<file path="src/rtl/issue_scoreboard.sv">
// issue_scoreboard
//   Register scoreboard for the dual-issue pipeline. Counts outstanding
//   writers per architectural register and remembers whether the newest
//   pending writer is a load, then derives the issue hazards for the
//   current decode pair.
//
// Ports
//   clk, rst              core clock, synchronous active-high reset
//   rs1_N, rs2_N, rd_N    slot N register indices (N = 0, 1)
//   use_rs1_N, use_rs2_N  slot N reads the corresponding source
//   reg_write_N           slot N writes rd_N
//   mem_read_N            slot N is a load
//   fire0, fire1          slot actually dispatched this cycle
//   wbK_valid/_rd/_is_load writeback port K retires a write to wbK_rd
//   sb_clear              drop all tracking state (pipeline restart)
//   raw_hazard1           slot1 source depends on slot0 rd or a pending reg
//   waw_hazard1           slot1 rd collides with slot0 rd or a pending reg
//   load_use0/1           slot source reads a register with a pending load
//   busy_mask             bit r set while register r has a pending writer
//   sb_err                sticky counter overflow/underflow flag
module issue_scoreboard #(
  parameter int CNT_W = 2
) (
  input  logic        clk,
  input  logic        rst,
  input  logic [4:0]  rs1_0,
  input  logic [4:0]  rs2_0,
  input  logic [4:0]  rd_0,
  input  logic        use_rs1_0,
  input  logic        use_rs2_0,
  input  logic        reg_write_0,
  input  logic        mem_read_0,
  input  logic [4:0]  rs1_1,
  input  logic [4:0]  rs2_1,
  input  logic [4:0]  rd_1,
  input  logic        use_rs1_1,
  input  logic        use_rs2_1,
  input  logic        reg_write_1,
  input  logic        mem_read_1,
  input  logic        fire0,
  input  logic        fire1,
  input  logic        wb0_valid,
  input  logic        wb1_valid,
  input  logic [4:0]  wb0_rd,
  input  logic [4:0]  wb1_rd,
  input  logic        wb0_is_load,
  input  logic        wb1_is_load,
  input  logic        sb_clear,
  output logic        raw_hazard1,
  output logic        waw_hazard1,
  output logic        load_use0,
  output logic        load_use1,
  output logic [31:0] busy_mask,
  output logic        sb_err
);

  localparam logic signed [CNT_W+1:0] CNT_MAX = $signed({2'b00, {CNT_W{1'b1}}});

  // x0 carries no state, so storage covers registers 1..31 only.
  logic [CNT_W-1:0] cnt_q   [1:31];
  logic [CNT_W-1:0] cnt_nxt [1:31];
  logic [31:1]      ld_q;
  logic [31:1]      ld_nxt;
  logic             err_nxt;
  logic [31:0]      ld_vec;
  logic             w0;
  logic             w1;
  logic             src1_hits_rd0;

  // Counter update with saturation. Returns {error, clamped count}.
  function automatic logic [CNT_W:0] sat_update(input logic [CNT_W-1:0] cur,
                                                input logic [1:0]       inc,
                                                input logic [1:0]       dec);
    logic signed [CNT_W+1:0] sum;
    sum = $signed({2'b00, cur}) + $signed({{CNT_W{1'b0}}, inc})
        - $signed({{CNT_W{1'b0}}, dec});
    if (sum[CNT_W+1])
      return {1'b1, {CNT_W{1'b0}}};
    else if (sum > CNT_MAX)
      return {1'b1, {CNT_W{1'b1}}};
    else
      return {1'b0, sum[CNT_W-1:0]};
  endfunction

  assign w0 = fire0 && reg_write_0 && (rd_0 != 5'd0);
  assign w1 = fire1 && reg_write_1 && (rd_1 != 5'd0);

  always_comb begin
    logic [1:0]       inc;
    logic [1:0]       dec;
    logic [CNT_W:0]   upd;
    logic [4:0]       r5;
    err_nxt = sb_err;
    for (int r = 1; r < 32; r++) begin
      r5  = 5'(r);
      inc = {1'b0, w0 && (rd_0 == r5)} + {1'b0, w1 && (rd_1 == r5)};
      dec = {1'b0, wb0_valid && (wb0_rd == r5)} + {1'b0, wb1_valid && (wb1_rd == r5)};
      upd = sat_update(cnt_q[r], inc, dec);
      cnt_nxt[r] = upd[CNT_W-1:0];
      err_nxt    = err_nxt | upd[CNT_W];
      // A new load writer outranks a retiring load in the same cycle.
      if ((w0 && mem_read_0 && (rd_0 == r5)) || (w1 && mem_read_1 && (rd_1 == r5)))
        ld_nxt[r] = 1'b1;
      else if ((wb0_valid && wb0_is_load && (wb0_rd == r5)) ||
               (wb1_valid && wb1_is_load && (wb1_rd == r5)))
        ld_nxt[r] = 1'b0;
      else
        ld_nxt[r] = ld_q[r];
    end
  end

  always_ff @(posedge clk) begin
    if (rst) begin
      for (int r = 1; r < 32; r++) cnt_q[r] <= '0;
      ld_q   <= '0;
      sb_err <= 1'b0;
    end else if (sb_clear) begin
      // Same-cycle fires and writebacks are dropped, including their errors.
      for (int r = 1; r < 32; r++) cnt_q[r] <= '0;
      ld_q <= '0;
    end else begin
      for (int r = 1; r < 32; r++) cnt_q[r] <= cnt_nxt[r];
      ld_q   <= ld_nxt;
      sb_err <= err_nxt;
    end
  end

  always_comb begin
    busy_mask = '0;
    for (int r = 1; r < 32; r++) busy_mask[r] = |cnt_q[r];
  end

  // Bit 0 of both vectors is constant zero, so indexing by a source of x0
  // never produces a hazard.
  assign ld_vec = {ld_q, 1'b0};

  assign src1_hits_rd0 = (rd_0 != 5'd0) &&
                         ((use_rs1_1 && (rs1_1 == rd_0)) || (use_rs2_1 && (rs2_1 == rd_0)));

  assign raw_hazard1 = (use_rs1_1 && busy_mask[rs1_1]) ||
                       (use_rs2_1 && busy_mask[rs2_1]) ||
                       (reg_write_0 && src1_hits_rd0);

  assign waw_hazard1 = reg_write_1 && (rd_1 != 5'd0) &&
                       (busy_mask[rd_1] || (reg_write_0 && (rd_1 == rd_0)));

  assign load_use0 = (use_rs1_0 && ld_vec[rs1_0]) || (use_rs2_0 && ld_vec[rs2_0]);

  assign load_use1 = (use_rs1_1 && ld_vec[rs1_1]) || (use_rs2_1 && ld_vec[rs2_1]) ||
                     (mem_read_0 && reg_write_0 && src1_hits_rd0);

endmodule

</file>
<file path="config.mk">
export PLATFORM = sky130hd
export DESIGN_NAME = issue_scoreboard
export DESIGN_NICKNAME = d
export VERILOG_FILES = /design/src/rtl/issue_scoreboard.sv
export SDC_FILE = /design/constraint.sdc
export NUM_CORES = 1
export LEC_CHECK = 0
export CAP_MARGIN = 20
export CORE_UTILIZATION = 30
export CTS_CLUSTER_SIZE = 12
export DETAILED_ROUTE_END_ITERATION = 7
export PLACE_DENSITY_LB_ADDON = 0.12
export SLEW_MARGIN = 40
export SYNTH_ARGS = -nofsm -noshare
export SYNTH_HDL_FRONTEND = slang
export SYNTH_SLANG_ARGS = --single-unit
</file>
<file path="constraint.sdc">
create_clock -name clk -period 6.8 [get_ports clk]
set_input_delay 1.7 -clock clk [delete_from_list [all_inputs] [get_ports clk]]
set_output_delay 1.7 -clock clk [all_outputs]
set_load 0.02 [all_outputs]
</file>
==> results.json <==
{
  "status": "finished, final reports clean",
  "cap_violations": 0,
  "cts_made_buffers": 9,
  "insertion_delay_ns": 0.36,
  "grt_pass1_vias": 10100,
  "initial_core_util": 0.303,
  "postRouteAntennaNets": 0,
  "area_growth_pct": 18.0,
  "holdPathStages": 2,
  "ys_types": 63,
  "finalHoldViolCount": 0,
  "yosys_warnings": 0,
  "route.vias.total": 10400,
  "fp.dieH_um": 197,
  "cp_common_cell": "clkdlybuf4s50_1",
  "drc": 0,
  "diodes": 0,
  "cts.sinks": 94,
  "drtIter0Drc": 1032,
  "r2r_slack_ns": 4.47,
  "placeableCoreArea_um2": 37600,
  "critPathSlowestCell": "mux4_1",
  "period_minus_slack_ns": 6.22,
  "reg2reg_to": "sb_err",
  "cts_tree": "yes",
  "min-delay-start": "sb_err",
  "cts.clk_slew.worst_paths_ns": 0.07,
  "drive_above_1_share": 0.0712,
  "crit_chain": "clkdlybuf4s50_1 > buf_4 > mux4_1 > mux2_2 > a31oi_1 > o221ai_1 > a221o_1 > clkdlybuf4s50_1",
  "io-pin-count": 94,
  "syn_inst": 1390,
  "yosys-top-cells-area": "edfxtp_1 16%, ha_1 14%, fa_1 11%, inv_1 8.7%, mux4_2 7.5%",
  "finalWirelength_mm": 44.1,
  "power.density_cell_area_nw_per_um2": 125,
  "path_class": "input pin to primary output",
  "cts_root_buf": "clkbuf_16",
  "dpl.hpwl_mm": 35.4,
  "cts_resized": 0,
  "syn_area_um2": 11400,
  "ys.flop_type": "edfxtp_1",
  "period_share": 0.915,
  "hp-class": "flop to flop",
  "overflow": 0,
  "reg2regPathDepth": 11,
  "rows": 71,
  "finalNetCount": 1755,
  "cts_hold_buf": 0,
  "worstReg2RegStart": "cnt_q[1][5]",
  "slew_viol_final": 0,
  "worstPathArrival_ns": 4.52,
  "cp-start-kind": "input pin",
  "tightest_slew_ns": 0.863,
  "max_freq_mhz": 161,
  "leakagePower_nw": 5.62,
  "crit_fanout": 25,
  "fin_skew_ns": 0.0105,
  "max_stage_delay_ns": 0.60,
  "synth.avg_cell_area_um2": 8.20,
  "dr.pass1.iters": 8,
  "routedWlPerCell_um": 21.7,
  "die_w_um": 197,
  "track_usage": 0.232,
  "required_ns": 5.10,
  "dieArea_um2": 38800,
  "vias_per_cell": 5.14,
  "rsz0062_at_grt": "no",
  "ir_drop_v": 0.000150,
  "ys_ff_latch": 94,
  "min_to": "sb_err",
  "yosysTopAreaCell": "edfxtp_1",
  "antenna_found_initial": 0,
  "tns_ns": 0,
  "grt_pass1_wl_mm": 65.6,
  "yosysSeqAreaShare": 0.219,
  "synth_edf_count": 62,
  "worstSetupEndpointType": "primary output",
  "grt_max_degree": 56,
  "htree_num_levels": 3,
  "fin_hold_ws_ns": 0.499,
  "power_mw": 1.69,
  "clockBufferDepth": 2,
  "synth_top_cell_area_share": 0.163,
  "async_flop_share": 0,
  "place.gp.congestion": 0.941,
  "setup_viol": 0,
  "numPortBuffers": 92,
  "relSlewSlack": 0.420,
  "n_fill_cell": 4002,
  "crit_start": "rs2_1[0]",
  "cts_setup_buffers": 0
}
through the flow:
stage          setup WS [ns]  instance area, um^2  instances   util
2_1_floorplan           1.75                11600       1451      -
3_3_place_gp           0.610                13100       2012  0.350
3_5_place_dp           0.598                13200       2012  0.350
4_1_cts                0.580                13500       2028  0.358
5_1_grt                0.411                13500       2028  0.358
6_report               0.580                13500       2028  0.358
layout make-up:
type | instances | area [um^2] | area share
inverter | 264 | 991 | 0.0736
sequential | 94 | 2500 | 0.186
tap | 511 | 639 | 0.0475
timing repair buffer | 131 | 1210 | 0.0902
multi-input combinational | 1012 | 7800 | 0.580
clock buffer | 12 | 278 | 0.0206
clock inverter | 4 | 32.5 | 0.00242
where the power goes:
part,internal [mW],switching (mW)
Clock,0.296,0.273
Sequential,0.634,0.0178
Combinational,0.179,0.285
cell families (layout without fill, tap and decap cells):
kind of cell	count (synthesis)	in the layout	share of synthesized area
flip-flops	94	94	0.219
XOR/XNOR	14	14	0.0108
buffers and inverters	345	411	0.117
other	2	63	0.000659
adder cells (fa/ha/maj)	186	186	0.245
AO/OA/AOI/OAI	145	145	0.0848
AND/OR/NAND/NOR	551	551	0.230
multiplexers	53	53	0.0928
flip-flops by register name, indices dropped and copies added (netlist names):
name and cells:
cnt_q 62, sb_err 1, ld_q 31
synthesized netlist by cell type (all sizes together) (4+ instances only):
cell type / n
nand3b: 4
a22oi: 9
nor4: 11
a21oi: 48
edfxtp: 62
nor2: 142
nor3b: 8
nand2: 138
nand4: 13
buf: 26
or2: 6
mux2i: 9
clkbuf: 55
o221ai: 17
dfxtp: 32
o21ai: 15
o31ai: 4
a221oi: 9
xor2: 11
fa: 62
and2: 6
a31oi: 14
and3: 8
nor3: 110
ha: 124
o211ai: 10
mux4: 41
nand3: 33
nand4b: 4
nand2b: 19
inv: 263
nor2b: 42
critical path, delay by kind of cell:
| family | cells | cell delay (ns) |
|---|---|---|
| AOI/OAI and AO/OA | 3 | 0.60 |
| buffers and inverters | 3 | 1.32 |
| muxes | 2 | 0.88 |
worst max path at each step:
| stage | slack, ns | end |
|---|---|---|
| 2_1_floorplan | 1.75 | load_use1 |
| 3_3_place_gp | 0.61 | load_use1 |
| 3_5_place_dp | 0.60 | load_use1 |
| 4_1_cts | 0.58 | load_use1 |
| 5_1_grt | 0.41 | load_use1 |
| 6_report | 0.58 | load_use1 |
layout by cell type (no fill, tap or decap), drive strengths merged, types with 8 or more instances in the layout:
| cell | count |
|---|---|
| a22oi | 9 |
| o21ai | 15 |
| o211ai | 10 |
| a31oi | 14 |
| a221oi | 9 |
| ha | 124 |
| nand2b | 19 |
| fa | 62 |
| nand4 | 13 |
| nand3 | 33 |
| nor2b | 42 |
| xor2 | 11 |
| nor3b | 8 |
| mux2i | 9 |
| a21oi | 48 |
| buf | 39 |
| inv | 267 |
| nor4 | 11 |
| nor2 | 142 |
| nor3 | 110 |
| o221ai | 17 |
| edfxtp | 62 |
| dfxtp | 32 |
| nand2 | 138 |
| mux4 | 41 |
| clkbuf | 12 |
| clkdlybuf4s50 | 92 |
| and3 | 8 |
| conb | 63 |
per-layer routing:
metal	track usage	up-vias	part of all wire	wire, um
li1	-	4840	-	-
met1	0.316	5084	0.44	19200
met2	0.374	425	0.46	20100
met3	0.0264	77	0.066	2930
met4	0.0962	0	0.042	1850
met5	0	-	0	0
No activity file was read; power rests on OpenSTA's default activity.
